==> src/rtl/stim_pattern_gen.sv <==
// Purpose : burst stimulus source with increment, LFSR, walking-one and constant patterns.
// Latency : first word is valid the cycle after start is sampled; one word per cycle thereafter.
// Backpr. : dout and the pattern state hold while dout_vld=1 and dout_rdy=0.
//
// Ports:
//   clk, rst      rising-edge clock, synchronous active-high reset
//   start         burst request, honoured only in IDLE
//   mode          0 increment, 1 LFSR, 2 walking-one, 3 constant
//   len           number of words in the burst (0 = empty burst)
//   pat_init      start value (increment) / fixed value (constant)
//   dout/dout_vld/dout_rdy  output word handshake
//   busy          high while words are being issued
//   done          one-cycle pulse after the burst completes
module stim_pattern_gen #(
   parameter int          DATA_W = 8,
   parameter int          CNT_W  = 8,
   parameter logic [31:0] SEED   = 32'h0000_0001
) (
   input  logic              clk,
   input  logic              rst,
   input  logic              start,
   input  logic [1:0]        mode,
   input  logic [CNT_W-1:0]  len,
   input  logic [DATA_W-1:0] pat_init,
   output logic [DATA_W-1:0] dout,
   output logic              dout_vld,
   input  logic              dout_rdy,
   output logic              busy,
   output logic              done
);

   // An all-zero seed would lock the LFSR, so it is replaced by 1.
   localparam logic [31:0] SEED_EFF = (SEED == 32'h0) ? 32'h1 : SEED;

   typedef enum logic [1:0] {
      IDLE = 2'd0,
      RUN  = 2'd1,
      FIN  = 2'd2
   } state_t;

   state_t            state_q, state_d;
   logic [CNT_W-1:0]  cnt_q;
   logic [1:0]        mode_q;
   logic [DATA_W-1:0] dout_q;
   logic [31:0]       lfsr_q;
   logic [31:0]       lfsr_nxt;
   logic [DATA_W-1:0] first_word;
   logic [DATA_W-1:0] next_word;
   logic              xfer;

   assign xfer     = (state_q == RUN) && dout_rdy;
   // The feedback includes bit 31, so the update is invertible and a
   // non-zero state can never step to zero.
   assign lfsr_nxt = {lfsr_q[30:0], lfsr_q[31] ^ lfsr_q[21] ^ lfsr_q[1] ^ lfsr_q[0]};

   // Outputs are decodes of the state flop and the dout register only.
   assign dout     = dout_q;
   assign dout_vld = (state_q == RUN);
   assign busy     = (state_q == RUN);
   assign done     = (state_q == FIN);

   // State register
   always_ff @(posedge clk) begin
      if (rst) begin
         state_q <= IDLE;
      end else begin
         state_q <= state_d;
      end
   end

   // Next-state logic
   always_comb begin
      state_d = state_q;
      case (state_q)
         IDLE: begin
            if (start) begin
               state_d = (len == '0) ? FIN : RUN;
            end
         end
         RUN: begin
            if (xfer && (cnt_q == CNT_W'(1))) begin
               state_d = FIN;
            end
         end
         FIN:     state_d = IDLE;
         default: state_d = IDLE;
      endcase
   end

   // First word of a burst, taken from the live inputs at start time.
   always_comb begin
      first_word = pat_init;
      case (mode)
         2'd1:    first_word = lfsr_q[DATA_W-1:0];
         2'd2:    first_word = DATA_W'(1);
         default: first_word = pat_init;
      endcase
   end

   // Word following the current one, using the latched mode. The
   // walking-one rotate degenerates to a hold when DATA_W is 1.
   always_comb begin
      next_word = dout_q;
      case (mode_q)
         2'd0:    next_word = dout_q + DATA_W'(1);
         2'd1:    next_word = lfsr_nxt[DATA_W-1:0];
         2'd2:    next_word = (dout_q << 1) | (dout_q >> (DATA_W - 1));
         default: next_word = dout_q;
      endcase
   end

   // Datapath: latch parameters at start, advance the pattern on transfers.
   always_ff @(posedge clk) begin
      if (rst) begin
         cnt_q  <= '0;
         mode_q <= 2'd0;
         dout_q <= '0;
         lfsr_q <= SEED_EFF;
      end else if ((state_q == IDLE) && start) begin
         cnt_q  <= len;
         mode_q <= mode;
         dout_q <= first_word;
      end else if (xfer) begin
         cnt_q  <= cnt_q - CNT_W'(1);
         dout_q <= next_word;
         // The LFSR only moves when it supplied the word, so successive
         // LFSR bursts continue one sequence.
         if (mode_q == 2'd1) begin
            lfsr_q <= lfsr_nxt;
         end
      end
   end

endmodule

==> config.mk <==
export PLATFORM = sky130hd
export DESIGN_NAME = stim_pattern_gen
export DESIGN_NICKNAME = d
export VERILOG_FILES = /design/src/rtl/stim_pattern_gen.sv
export SDC_FILE = /design/constraint.sdc
export NUM_CORES = 1
export LEC_CHECK = 0
export ABC_AREA = 1
export CORE_ASPECT_RATIO = 1.2
export CORE_MARGIN = 3
export CORE_UTILIZATION = 32
export CTS_CLUSTER_DIAMETER = 100
export DETAILED_ROUTE_END_ITERATION = 12
export GPL_TIMING_DRIVEN = 0
export PLACE_DENSITY_LB_ADDON = 0.08
export SYNTH_ARGS = -nofsm -noshare
export SYNTH_HDL_FRONTEND = slang
export SYNTH_SLANG_ARGS = --single-unit
export TNS_END_PERCENT = 20
==> constraint.sdc <==
create_clock -name clk -period 2.32 [get_ports clk]
set_clock_uncertainty 0.15 [all_clocks]
set_input_delay 0.464 -clock clk [delete_from_list [all_inputs] [get_ports clk]]
set_output_delay 0.464 -clock clk [all_outputs]
set_load 0.01 [all_outputs]
==> flow_summary.json, run 1 <==
{
  "run_status": "completed",
  "drt-pass1-iter-count": 4,
  "cp-startpoint": "state_q[0]",
  "syn_nets": 443,
  "yosys_warnings": 0,
  "grt_use_met1_pct": 20.00,
  "syn_area_sq_um": 2811,
  "max-vdd-ir-drop_mv": 0.2669,
  "vias": 2606,
  "setup.worst_path.start_class": "register",
  "htreeDepth": 2,
  "seqCellArea_sq_um": 1041,
  "path_max_fanout": 5,
  "mostFrequentLayoutCell": "nand2_1",
  "ctsHoldBuffers": 0,
  "place_congestion": 0.8873,
  "cts-root-buf": "clkbuf_8",
  "clk_latency_ps": 310,
  "worst_hold_path_type": "reg2reg",
  "setup_ws_ps": 106.6,
  "fin_crit_sh_pct": 95.41,
  "grt_pass1_wl_um": 12370,
  "ys_types": 28,
  "power.density_nw_per_um2": 629.0,
  "ant_nets": 0,
  "period_minus_slack_ps": 2213,
  "fmax_mhz": 451.8,
  "worst_setup_path_end_kind": "output pin",
  "cts_tree": "done",
  "p_leak_nw": 1.346,
  "grt-ovfl-total": 0,
  "numPortBuffers": 31,
  "num_antenna_cells": 0,
  "drt-wirelength-per-cell_um": 12.60,
  "layout_common_cells": "nand2_1, dfxtp_1, a21oi_1",
  "worstPathRequired_ps": 1710,
  "crit_arrival_ps": 1600,
  "dieArea_sq_um": 9951,
  "pre_cts_slack_ps": -402.0,
  "setup_viol": 0,
  "cts_max_path_buffers": 2,
  "drt_iter0_drc": 137,
  "grt_usage_pct": 15.38,
  "met3_usage_pct": 2.346,
  "route.detailed.drc": 0,
  "r2r-start": "mode_q[0]",
  "start_util_pct": 33.74,
  "crit_type": "reg2out",
  "nFillCells": 903,
  "cts.sinks": 52,
  "final_hold_viol_count": 0,
  "core_area_sq_um": 8333,
  "die_h_um": 108.7,
  "grt_max_degree": 17,
  "num_rows": 36,
  "slew_violations": 0,
  "holdCritStartpoint": "lfsr_q[22]",
  "grt_pass1_vias": 2567,
  "antenna_found_initial": 0,
  "clkTransAtPathRegs_ps": 100,
  "relSlewSlack_pct": 58.91,
  "drt_wl_total_um": 7117,
  "die_w_um": 91.57,
  "multi_input_area_sq_um": 1499,
  "rsz0062_at_grt": "no",
  "io_pins": 33,
  "cts_buffers": 5,
  "busiest_layer": "met2",
  "synth_seq_cells": 52,
  "yosysSeqAreaShare_pct": 37.03,
  "drv_cap": 0,
  "grt_use_met2_pct": 26.21,
  "via_per_inst": 4.612,
  "worst_pin_slew_ps": 616.4,
  "synth.avg_cell_area_sq_um": 6.807,
  "timing.hold.ws_ps": 311.7,
  "dp_hpwl_um": 5336,
  "synthToLayoutAreaGrowth_pct": 20.03,
  "drive_gt1_share_pct": 10.42,
  "fin_nets": 480,
  "synthCells": 413
}
## synthesized netlist by cell type
library cell,instances,area share [%]
nand3_1,22,3.9
inv_1,41,5.5
clkbuf_1,8,1.1
o211ai_1,3,0.80
nand2_2,12,2.7
o31ai_1,1,0.27
nor3_1,1,0.18
nand2_1,119,16
nand2_4,2,0.80
buf_2,5,0.89
nor2_8,1,0.71
xor2_1,5,1.6
buf_6,1,0.40
buf_4,2,0.53
nor2_1,31,4.1
ha_1,8,3.6
o21ai_0,26,4.6
o22ai_1,4,0.89
o21bai_1,1,0.27
inv_2,3,0.40
dfxtp_1,52,37
a21oi_2,10,3.1
clkinv_1,2,0.27
a21oi_1,45,8.0
buf_12,1,0.71
a31oi_1,4,0.89
o221ai_1,1,0.31
xnor2_1,2,0.62
## metal layers
metal	vias to the layer above	part of all wire, %	wire [um]
li1	1391	-	-
met2	33	48	3396
met4	0	1.6	115
met3	7	2.8	200
met5	-	0	0
met1	1175	48	3406
## cell families after synthesis
group           Yosys count  synth area share, %
xor+xnor                  7                2.181
simple gates            188                28.30
buf+inv                  63                9.746
flops                    52                37.03
compound gates           95                19.18
fa+ha+maj                 8                3.560
## stage by stage
stage	TNS, ps	cell area, sq um	power [W]	utilization, %	std cells
2_1_floorplan	0	2811	0.001333	-	413
3_3_place_gp	-2109	3264	0.001514	39.17	558
3_5_place_dp	-2307	3264	0.001514	39.17	558
4_1_cts	0	3372	0.002160	40.47	565
5_1_grt	0	3374	0.002258	40.50	565
6_report	0	3374	0.002122	40.50	565
## state kept, by name, indices dropped and copies added, names as in the netlist
| register | flops |
|---|---|
| lfsr_q | 32 |
| dout | 8 |
| cnt_q | 8 |
| mode_q | 2 |
| state_q | 2 |
## worst paths after layout
kind         depth (start not counted)  slack [ps]         end
max                                  4         110    dout_vld
max reg2reg                          9         350     dout[4]
min                                  2         310  lfsr_q[23]
min reg2reg                          2         310  lfsr_q[23]
## power by group
group,total (W),internal (W),switching (W)
logic,0.000508,0.000213,0.000295
registers,0.000983,0.000936,0.0000470
clock network,0.000632,0.000320,0.000312
## area by class of cell
type | instances | area share (%)
inverter | 46 | 5.117
timing repair buffer | 31 | 9.195
sequential | 52 | 30.85
buffer | 16 | 2.892
tap | 114 | 4.227
multi-input combinational | 298 | 44.42
clock inverter | 3 | 1.261
clock buffer | 5 | 2.039
## worst max-delay path, cell delays in order, from the launching register on
cell,delay (ps)
dfxtp_1,410
inv_1,70
nor2_2,160
buf_4,130
clkdlybuf4s50_1,520
## what timing repair did
item	CTS	global route
setup buffers	0	0
setup endpoints to repair	3	3
gates resized for setup	0	2
Power figures use the tool's default switching activity.
==> run 2: changes to the inputs <==
--- a/config.mk
+++ b/config.mk
@@ -6,10 +6,12 @@
 export NUM_CORES = 1
 export LEC_CHECK = 0
 export ABC_AREA = 1
+export CAP_MARGIN = 30
 export CORE_ASPECT_RATIO = 1.2
 export CORE_MARGIN = 3
 export CORE_UTILIZATION = 32
 export CTS_CLUSTER_DIAMETER = 100
+export CTS_CLUSTER_SIZE = 20
 export DETAILED_ROUTE_END_ITERATION = 12
 export GPL_TIMING_DRIVEN = 0
 export PLACE_DENSITY_LB_ADDON = 0.08
==> results of run 2 <==
Final layout, timing and power as in run 1 (identical DEF).
==> run 3: changes to the inputs <==
--- a/config.mk
+++ b/config.mk
@@ -15,6 +15,7 @@
 export DETAILED_ROUTE_END_ITERATION = 12
 export GPL_TIMING_DRIVEN = 0
 export PLACE_DENSITY_LB_ADDON = 0.08
+export SLEW_MARGIN = 20
 export SYNTH_ARGS = -nofsm -noshare
 export SYNTH_HDL_FRONTEND = slang
 export SYNTH_SLANG_ARGS = --single-unit
==> constraint.sdc (replaced) <==
create_clock -name clk -period 1.8 [get_ports clk]
set_clock_uncertainty 0.15 [all_clocks]
set_input_delay 0.36 -clock clk [delete_from_list [all_inputs] [get_ports clk]]
set_output_delay 0.36 -clock clk [all_outputs]
set_load 0.01 [all_outputs]
==> run 3 against run 2 <==
Net effect: clock-buffer cell count unchanged; critical path type unchanged; core utilization increased by 1.3 points; setup slack lost 65 ps; sequential share of layout area fell by 0.36 points; first-iteration DRC count fell by 20%; largest power group unchanged; total power is 31% higher.
==> flow_summary.json, run 3 (synthesis gave the netlist of run 1 again) <==
{
  "run_status": "completed",
  "rsz0062_at_grt": "yes",
  "relSlewSlack_pct": 58.74,
  "final_hold_viol_count": 0,
  "path_max_fanout": 5,
  "route.detailed.drc": 0,
  "nFillCells": 896,
  "grt_max_degree": 17,
  "cts_max_path_buffers": 2,
  "drt-pass1-iter-count": 4,
  "cts.sinks": 52,
  "clkTransAtPathRegs_ps": 100,
  "top_register": "lfsr_q",
  "dieArea_sq_um": 9951,
  "htreeDepth": 2,
  "worst_hold_path_type": "in2reg",
  "power.density_nw_per_um2": 800.9,
  "path_cells": "clkdlybuf4s50_1",
  "post-route-cell-area_sq_um": 3480,
  "die_w_um": 91.57,
  "fin_tns_setup_ps": 0,
  "worstPathRequired_ps": 1290,
  "cts_tree": "done",
  "mostFrequentLayoutCell": "nand2_1",
  "crit_buf_inv": 1,
  "postPlaceCellArea_sq_um": 3264,
  "setup_viol": 0,
  "num_rows": 36,
  "fin_cells": 569,
  "grt_usage_pct": 15.57,
  "total_power_w": 0.002787,
  "clk_latency_ps": 310,
  "dp_hpwl_um": 5336,
  "ant_nets": 0,
  "max-vdd-ir-drop_mv": 0.3435,
  "die_h_um": 108.7,
  "numPortBuffers": 31,
  "fmax_mhz": 568.7,
  "via_per_inst": 4.627,
  "io_pins": 33,
  "place_congestion": 0.8873,
  "drt_iter0_drc": 109,
  "start_util_pct": 33.74,
  "num_antenna_cells": 0,
  "place_inst": 558,
  "grt_pass1_wl_um": 12510,
  "largest_reg_flops": 32,
  "critPathMaxStageDelay_ps": 550,
  "cts-root-buf": "clkbuf_8",
  "worst_setup_path_end_kind": "output pin",
  "worst_pin_slew_ps": 618.9,
  "drt_wl_total_um": 7298,
  "period_minus_slack_ps": 1759,
  "fin_crit_sh_pct": 97.70,
  "drive_gt1_share_pct": 15.60,
  "grt-ovfl-total": 0,
  "core_area_sq_um": 8333,
  "drt-wirelength-per-cell_um": 12.83,
  "slew_violations": 0,
  "crit_family": "buffers and inverters",
  "p_leak_nw": 1.411,
  "fin_nets": 484,
  "antenna_found_initial": 0,
  "crit_type": "reg2out",
  "cp_slowest_cell": "clkdlybuf4s50_1",
  "synthToLayoutAreaGrowth_pct": 23.77,
  "vias": 2633,
  "setup.worst_path.start_class": "register",
  "cts_buffers": 5,
  "grt_pass1_vias": 2573,
  "drv_cap": 0,
  "layout_common_cells": "nand2_1, a21oi_1, inv_1, dfxtp_1, nor2_1",
  "crit_arrival_ps": 1250
}
run 3: through the flow:
stage                     util (%)  setup slack, ps  hold WS, ps
after global placement       39.17           -794.7        296.4
after floorplan                  -            151.6        289.1
after detailed placement     39.17           -818.0        301.5
after global routing         41.76           -50.06        328.0
final                        41.76            41.48        290.3
after CTS                    41.11           -30.69        286.1
run 3: final timing paths:
path,end,slack (ps),startpoint,cells past startpoint
hold reg to reg,lfsr_q[23],310,lfsr_q[22],2
hold / removal,lfsr_q[5],290,rst,2
setup reg to reg,dout[4],140,mode_q[0],9
setup / recovery,dout[7],40,dout[7],1
run 3: routing by layer:
metal / GRT usage (%) / vias to the layer above / routed length (um)
met2: 26.21 / 42 / 3395
met3: 2.346 / 10 / 323
met5: 0 / - / 0
li1: - / 1405 / -
met4: 4.849 / 0 / 163
met1: 20.55 / 1176 / 3416
run 3: repair_timing:
item / CTS / global route
endpoints found under the setup margin: 21 / 25
pin swaps: 2 / 2
setup buffers: 2 / 1
hold buffers: 0 / 0
cloned: 0 / 1
resized for setup: 22 / 21
endpoints found under the hold margin: 0 / 0
run 3: final cells by class:
class                           instances  area (sq um)  share of cell area (%)
Buffer                                 16         112.6                   3.236
Sequential cell                        52          1061                   30.49
Timing Repair Buffer                   34         332.8                   9.565
Multi-Input combinational cell        299          1533                   44.05
Clock inverter                          3         42.54                   1.223
Clock buffer                            5         68.82                   1.978
Tap cell                              114         142.6                   4.099
Inverter                               46         186.4                   5.358
run 3: report_power, final:
group	internal [W]	total, W	leakage, nW	switching, W
registers	0.00121	0.00127	0.428	0.0000599
logic	0.000298	0.000701	0.929	0.000403
clock network	0.000412	0.000811	0.0541	0.000400
